<file path="src/rtl/lut_writer_pkg.sv">
// Shared definitions for the look-up table load/read path: state encoding,
// byte width and the bytes-per-entry derivation.
package lut_writer_pkg;

  localparam int BYTE_W = 8;

  typedef enum logic [1:0] {
    ST_IDLE  = 2'd0,
    ST_LOAD  = 2'd1,
    ST_WRITE = 2'd2,
    ST_DONE  = 2'd3
  } state_t;

  function automatic int bytes_per_entry(input int w);
    return (w + BYTE_W - 1) / BYTE_W;
  endfunction

  // Counter width that stays legal when an entry is a single byte
  function automatic int cnt_width(input int nb);
    return (nb > 1) ? $clog2(nb) : 1;
  endfunction

endpackage

</file>
<file path="src/rtl/lut_word_assembler.sv">
// Collects NB stream bytes LSB-first into one W-bit table entry and
// presents the completed entry as a held, registered word.
module lut_word_assembler
  import lut_writer_pkg::*;
#(
  parameter int W  = 8,
  parameter int NB = bytes_per_entry(W)
) (
  input  logic                clk,
  input  logic                reset,
  input  logic                clear,
  input  logic                byte_valid,
  input  logic [BYTE_W-1:0]   byte_in,
  output logic [W-1:0]        word_out,
  output logic                last_byte
);

  localparam int CW = cnt_width(NB);

  logic [CW-1:0] byte_cnt;
  logic [W-1:0]  acc;
  logic [W-1:0]  word_next;

  // Each entry bit takes the incoming byte only when it belongs to the
  // byte slot being filled; bits of the last byte beyond W simply have no home.
  for (genvar i = 0; i < W; i++) begin : g_bit
    assign word_next[i] = (byte_cnt == CW'(i / BYTE_W)) ? byte_in[i % BYTE_W] : acc[i];
  end

  assign last_byte = (byte_cnt == CW'(NB - 1));

  always_ff @(posedge clk or posedge reset) begin
    if (reset) begin
      byte_cnt <= '0;
      acc      <= '0;
      word_out <= '0;
    end else if (clear) begin
      byte_cnt <= '0;
      acc      <= '0;
    end else if (byte_valid) begin
      acc <= word_next;
      if (last_byte) begin
        byte_cnt <= '0;
        word_out <= word_next;
      end else begin
        byte_cnt <= byte_cnt + CW'(1);
      end
    end
  end

endmodule

</file>
<file path="src/rtl/lut_writer.sv">
// Writer side of the look-up table: streams bytes into entries and issues
// one write per entry at addresses 0..L-1, reporting busy/done/err.
module lut_writer
  import lut_writer_pkg::*;
#(
  parameter int L  = 256,
  parameter int W  = 8,
  parameter int AW = $clog2(L),
  parameter int NB = bytes_per_entry(W)
) (
  input  logic              clk,
  input  logic              reset,
  input  logic              start,
  input  logic              abort,
  input  logic [BYTE_W-1:0] in_data,
  input  logic              in_valid,
  output logic              in_ready,
  output logic              wr_en,
  output logic [AW-1:0]     wr_addr,
  output logic [W-1:0]      wr_data,
  output logic              busy,
  output logic              done,
  output logic              err
);

  state_t state, state_next;

  logic handshake;
  logic accept_start;
  logic abort_hit;
  logic last_byte;
  logic at_last;

  assign accept_start = (state == ST_IDLE) && start;
  assign abort_hit    = abort && ((state == ST_LOAD) || (state == ST_WRITE));
  assign handshake    = in_valid && in_ready;
  assign at_last      = (wr_addr == AW'(L - 1));

  lut_word_assembler #(
    .W  (W),
    .NB (NB)
  ) u_asm (
    .clk        (clk),
    .reset      (reset),
    .clear      (accept_start || abort_hit),
    .byte_valid (handshake && !abort),
    .byte_in    (in_data),
    .word_out   (wr_data),
    .last_byte  (last_byte)
  );

  always_ff @(posedge clk or posedge reset) begin
    if (reset) state <= ST_IDLE;
    else       state <= state_next;
  end

  always_comb begin
    state_next = state;
    case (state)
      ST_IDLE:  if (start) state_next = ST_LOAD;
      ST_LOAD: begin
        if (abort)                       state_next = ST_IDLE;
        else if (handshake && last_byte) state_next = ST_WRITE;
      end
      ST_WRITE: begin
        if (abort)        state_next = ST_IDLE;
        else if (at_last) state_next = ST_DONE;
        else              state_next = ST_LOAD;
      end
      ST_DONE:  state_next = ST_IDLE;
      default:  state_next = ST_IDLE;
    endcase
  end

  // Abort suppresses the write strobe in the very cycle it arrives
  always_comb begin
    in_ready = (state == ST_LOAD);
    busy     = (state != ST_IDLE);
    done     = (state == ST_DONE);
    wr_en    = (state == ST_WRITE) && !abort;
  end

  // Address holds at L-1 after the final write so it never wraps
  always_ff @(posedge clk or posedge reset) begin
    if (reset) begin
      wr_addr <= '0;
      err     <= 1'b0;
    end else if (accept_start) begin
      wr_addr <= '0;
      err     <= 1'b0;
    end else if (abort_hit) begin
      err <= 1'b1;
    end else if ((state == ST_WRITE) && !at_last) begin
      wr_addr <= wr_addr + AW'(1);
    end
  end

endmodule

</file>
<file path="config.mk">
export PLATFORM = sky130hd
export DESIGN_NAME = lut_writer
export DESIGN_NICKNAME = d
export VERILOG_FILES = /design/src/rtl/lut_writer_pkg.sv /design/src/rtl/lut_word_assembler.sv /design/src/rtl/lut_writer.sv
export SDC_FILE = /design/constraint.sdc
export NUM_CORES = 1
export LEC_CHECK = 0
export ABC_CLOCK_PERIOD_IN_PS = 2100
export BUFFER_PORTS_ARGS = -buffer_cell sky130_fd_sc_hd__buf_2
export CAP_MARGIN = 10
export CORE_MARGIN = 1
export CORE_UTILIZATION = 53
export CTS_BUF_LIST = sky130_fd_sc_hd__clkbuf_8
export DETAILED_ROUTE_END_ITERATION = 12
export PLACE_DENSITY = 0.79
export SYNTH_ARGS = -nofsm -noshare
export SYNTH_HDL_FRONTEND = slang
export SYNTH_HIERARCHICAL = 1
export SYNTH_SLANG_ARGS = --single-unit
</file>
<file path="constraint.sdc">
create_clock -name clk -period 2.1 [get_ports clk]
set_input_delay 0.105 -clock clk [delete_from_list [all_inputs] [get_ports clk]]
set_output_delay 0.105 -clock clk [all_outputs]
set_load 0.01 [all_outputs]
</file>
==> metrics.json <==
{
  "synth": {
    "synth-edff-count": 0,
    "synth_fp_nets": 121,
    "ys_warn_count": 6,
    "synthAdderAreaFrac": 0.06529,
    "largest_family_of_logic_cells_by_synthesized_area": "simple AND/OR/NAND/NOR gates",
    "synthArstFlopShare": 1.000,
    "postSynthAreaPerCell_um2": 11.27,
    "yosys_register_bits": 19,
    "synth_simple_gate_area_frac": 0.1687,
    "synth-xor-area-share": 0,
    "synth_flop_cell": "sky130_fd_sc_hd__dfrtp_1",
    "mappedNetlistArea_um2": 1150,
    "syn-instance-count": 102,
    "synth_compound_area_frac": 0.1306,
    "number_of_library_cell_types_mapped_by_synthesis": 37,
    "seq_area_frac_synth": 0.4135,
    "post_synth_mux_area_share": 0.1567
  },
  "power_and_ir_drop": {
    "power_per_cell_area_nw_per_um2": 1138,
    "highest_ir_drop_seen_on_vdd_mv": 0.5271,
    "total_leakage_power_nw": 0.6886,
    "total_power_mw": 1.556
  },
  "sta": {
    "achievable-frequency_ghz": 0.5659,
    "layout_worst_path_cycle_share": 0.8415,
    "drv_slew": 0,
    "hold_viol": 0,
    "final.setup.tns_ns": 0,
    "grt_setup_unrepaired": "false",
    "finalSetupViolCount": 0,
    "worst_clock_skew_ns": 0.002402,
    "setup_ws_ns": 0.3328,
    "min_period_ns": 1.767
  },
  "critical_path": {
    "timing.critical_path.from_type": "flop",
    "critPathMaxFanout": 8,
    "path_cells": "inv_1 > ha_1 > nand2_1 > nand2_1 > nor2b_4 > mux2_4",
    "worstReg2RegEnd": "u_asm/word_out[5]",
    "critical-path-slowest-cell": "sky130_fd_sc_hd__dfrtp_1",
    "cp.buffers_inverters": 1,
    "max_stage_delay_ns": 0.37,
    "required_ns": 2.24,
    "cpLargestDelayFamily": "simple AND/OR/NAND/NOR gates",
    "ff2ff_setup_slack_ns": 0.33,
    "worstReg2RegStart": "state[0]",
    "worstPathArrival_ns": 1.90,
    "kind_of_critical_path": "flop to flop",
    "worst_setup_path_end_kind": "flop",
    "worst_r2r_path_depth": 6,
    "cp_common_cell": "sky130_fd_sc_hd__nand2_1"
  },
  "drt": {
    "met2RoutedLength_um": 1193,
    "ant_nets": 0,
    "drt_pre_antenna_iters": 4,
    "detail_route.vias_per_cell": 5.426,
    "routed.top_layer": "met3",
    "drt_iter0_drc": 21,
    "avgRoutedWirePerCell_um": 14.36,
    "wl_met1_um": 1027,
    "drcViolationCount": 0,
    "vias": 879,
    "drt_wl_total_um": 2326,
    "route.met3.wl_um": 105
  },
  "finish": {
    "area_occupied_by_registers_um2": 475.5,
    "number_of_fill_cells": 157,
    "most_frequent_standard_cell_in_the_layout_excluding_fill_and_tap_cells": "sky130_fd_sc_hd__buf_2",
    "most_frequent_cells_in_the_layout": "33 x sky130_fd_sc_hd__buf_2, 19 x sky130_fd_sc_hd__dfrtp_1, 13 x sky130_fd_sc_hd__nand2_1",
    "diodes": 0,
    "multiInputGateArea_um2": 603.1,
    "post_layout_nonfiller_instances": 162,
    "area.growth.synth_to_final_pct": 18.93,
    "layout_cells_sized_above_1": 0.4074,
    "layout.core_utilization": 0.6831,
    "final_nets": 155
  },
  "cts": {
    "cts.root.buffer_cell": "sky130_fd_sc_hd__clkbuf_8",
    "tritoncts": "built",
    "numClockSinks": 19,
    "clock_buffer_count_from_cts": 3,
    "clk_pin_slew_ns": 0.07,
    "cts-root-to-sink-buffers": 2,
    "resized_gates_after_cts": 0,
    "clock_tree.htree_level_count": 1,
    "worst_skew_pair.late_latency_ns": 0.25
  },
  "floorplan": {
    "floorplan.io_pins": 34,
    "floorplan.die_area_um2": 2360,
    "die_w_um": 48.58,
    "core_region_area_um2": 2002,
    "die_h_um": 48.58,
    "initial_utilization": 0.5744,
    "placement_rows": 16
  },
  "run_status": {
    "run_status": "finished, final reports clean"
  },
  "grt": {
    "grt-ovfl-total": 0,
    "largest_net_degree_at_the_start_of_global_routing": 13,
    "grt_pass1_vias": 878,
    "number_of_antenna_violations_at_the_first_check_in_global_routing": 0,
    "grt_use_total": 0.2137,
    "grt_pass1_wl_um": 3960
  },
  "placement": {
    "preCtsSetupSlack_ns": 0.3443,
    "place.port_buffers": 33,
    "placed_cells_incl_taps": 157,
    "place_hpwl_um": 1791,
    "gp_congestion": 0.7831
  },
  "min_path": {
    "min_to": "u_asm/word_out[7]",
    "hold_path.class": "input pin to flop",
    "holdCritStartpoint": "in_data[7]",
    "whs_path_depth": 2
  },
  "run": {
    "cap_violations": 0
  }
}
[worst max path at each step]
| stage | from | to | slack [ns] | depth (start not counted) |
|---|---|---|---|---|
| 6_report | state[0] | u_asm/word_out[5] | 0.33 | 6 |
| 5_1_grt | state[1] | u_asm/word_out[5] | 0.25 | 5 |
| 4_1_cts | state[0] | u_asm/word_out[5] | 0.34 | 6 |
| 3_5_place_dp | state[0] | u_asm/word_out[5] | 0.34 | 6 |
| 3_3_place_gp | state[1] | u_asm/word_out[6] | 0.41 | 5 |
| 2_1_floorplan | state[0] | u_asm/word_out[0] | 0.34 | 8 |
[area by class of cell]
class / count / share of cell area
Inverter: 7 / 0.01921
Timing Repair Buffer: 35 / 0.1336
Clock buffer: 3 / 0.03019
Tap cell: 27 / 0.02470
Multi-Input combinational cell: 70 / 0.4410
Clock inverter: 1 / 0.003660
Sequential cell: 19 / 0.3477
[layer usage]
metal	vias up	track usage
met1	430	0.2610
met2	24	0.3873
met4	0	0.03922
li1	425	-
met3	0	0.04717
met5	-	0
[worst reg2reg max path: stages (launching register included)]
cell and delay, ns:
sky130_fd_sc_hd__dfrtp_1 0.37, sky130_fd_sc_hd__inv_1 0.09, sky130_fd_sc_hd__ha_1 0.36, sky130_fd_sc_hd__nand2_1 0.09, sky130_fd_sc_hd__nand2_1 0.08, sky130_fd_sc_hd__nor2b_4 0.31, sky130_fd_sc_hd__mux2_4 0.34
[power by group]
part	leakage, nW	switching, mW	total (mW)	internal (mW)
logic	0.418	0.382	0.745	0.363
registers	0.245	0.0821	0.565	0.483
clock network	0.0255	0.114	0.245	0.131
total	0.689	0.578	1.56	0.977
[kinds of logic (layout without fill, tap and decap cells)]
family	count (synthesis)	count (layout)
DFF	19	19
adders and majority gates	6	6
buffers and inverters	13	46
other	1	1
and+or+nand+nor	33	33
AOI/OAI and AO/OA	16	16
muxes	14	14
[per-stage QoR]
step / hold slack [ns] / instance area, um2
2_1_floorplan: -0.07934 / 1150
3_3_place_gp: 0.05680 / 1311
3_5_place_dp: 0.07779 / 1311
4_1_cts: 0.07788 / 1368
5_1_grt: 0.07457 / 1368
6_report: 0.08380 / 1368
[flip-flops by register name, summed over array words and instances, names as in the netlist]
name and flops:
state 2, err 1, wr_addr 8, u_asm/word_out 8
[synth_stat cells (2+ instances only)]
master / instances / area, um2
sky130_fd_sc_hd__mux2i_1: 6 / 60.06
sky130_fd_sc_hd__buf_6: 2 / 22.52
sky130_fd_sc_hd__dfrtp_1: 19 / 475.5
sky130_fd_sc_hd__and3_1: 2 / 12.51
sky130_fd_sc_hd__inv_1: 7 / 26.28
sky130_fd_sc_hd__nor2b_1: 2 / 12.51
sky130_fd_sc_hd__ha_1: 6 / 75.07
sky130_fd_sc_hd__mux2_4: 8 / 120.1
sky130_fd_sc_hd__a221oi_2: 2 / 30.03
sky130_fd_sc_hd__nand2_1: 13 / 48.80
sky130_fd_sc_hd__nand2b_1: 3 / 18.77
sky130_fd_sc_hd__clkbuf_2: 2 / 10.01
sky130_fd_sc_hd__nand3_1: 3 / 15.01
sky130_fd_sc_hd__a21oi_1: 2 / 10.01
sky130_fd_sc_hd__nand4_1: 2 / 12.51
sky130_fd_sc_hd__nor4_2: 2 / 25.02
[repair_timing]
item,4_1_cts,5_1_grt
setup buffers,0,0
hold buffers,1,0
endpoints found under the hold margin,19,0
(Power assumes the default switching activity.)
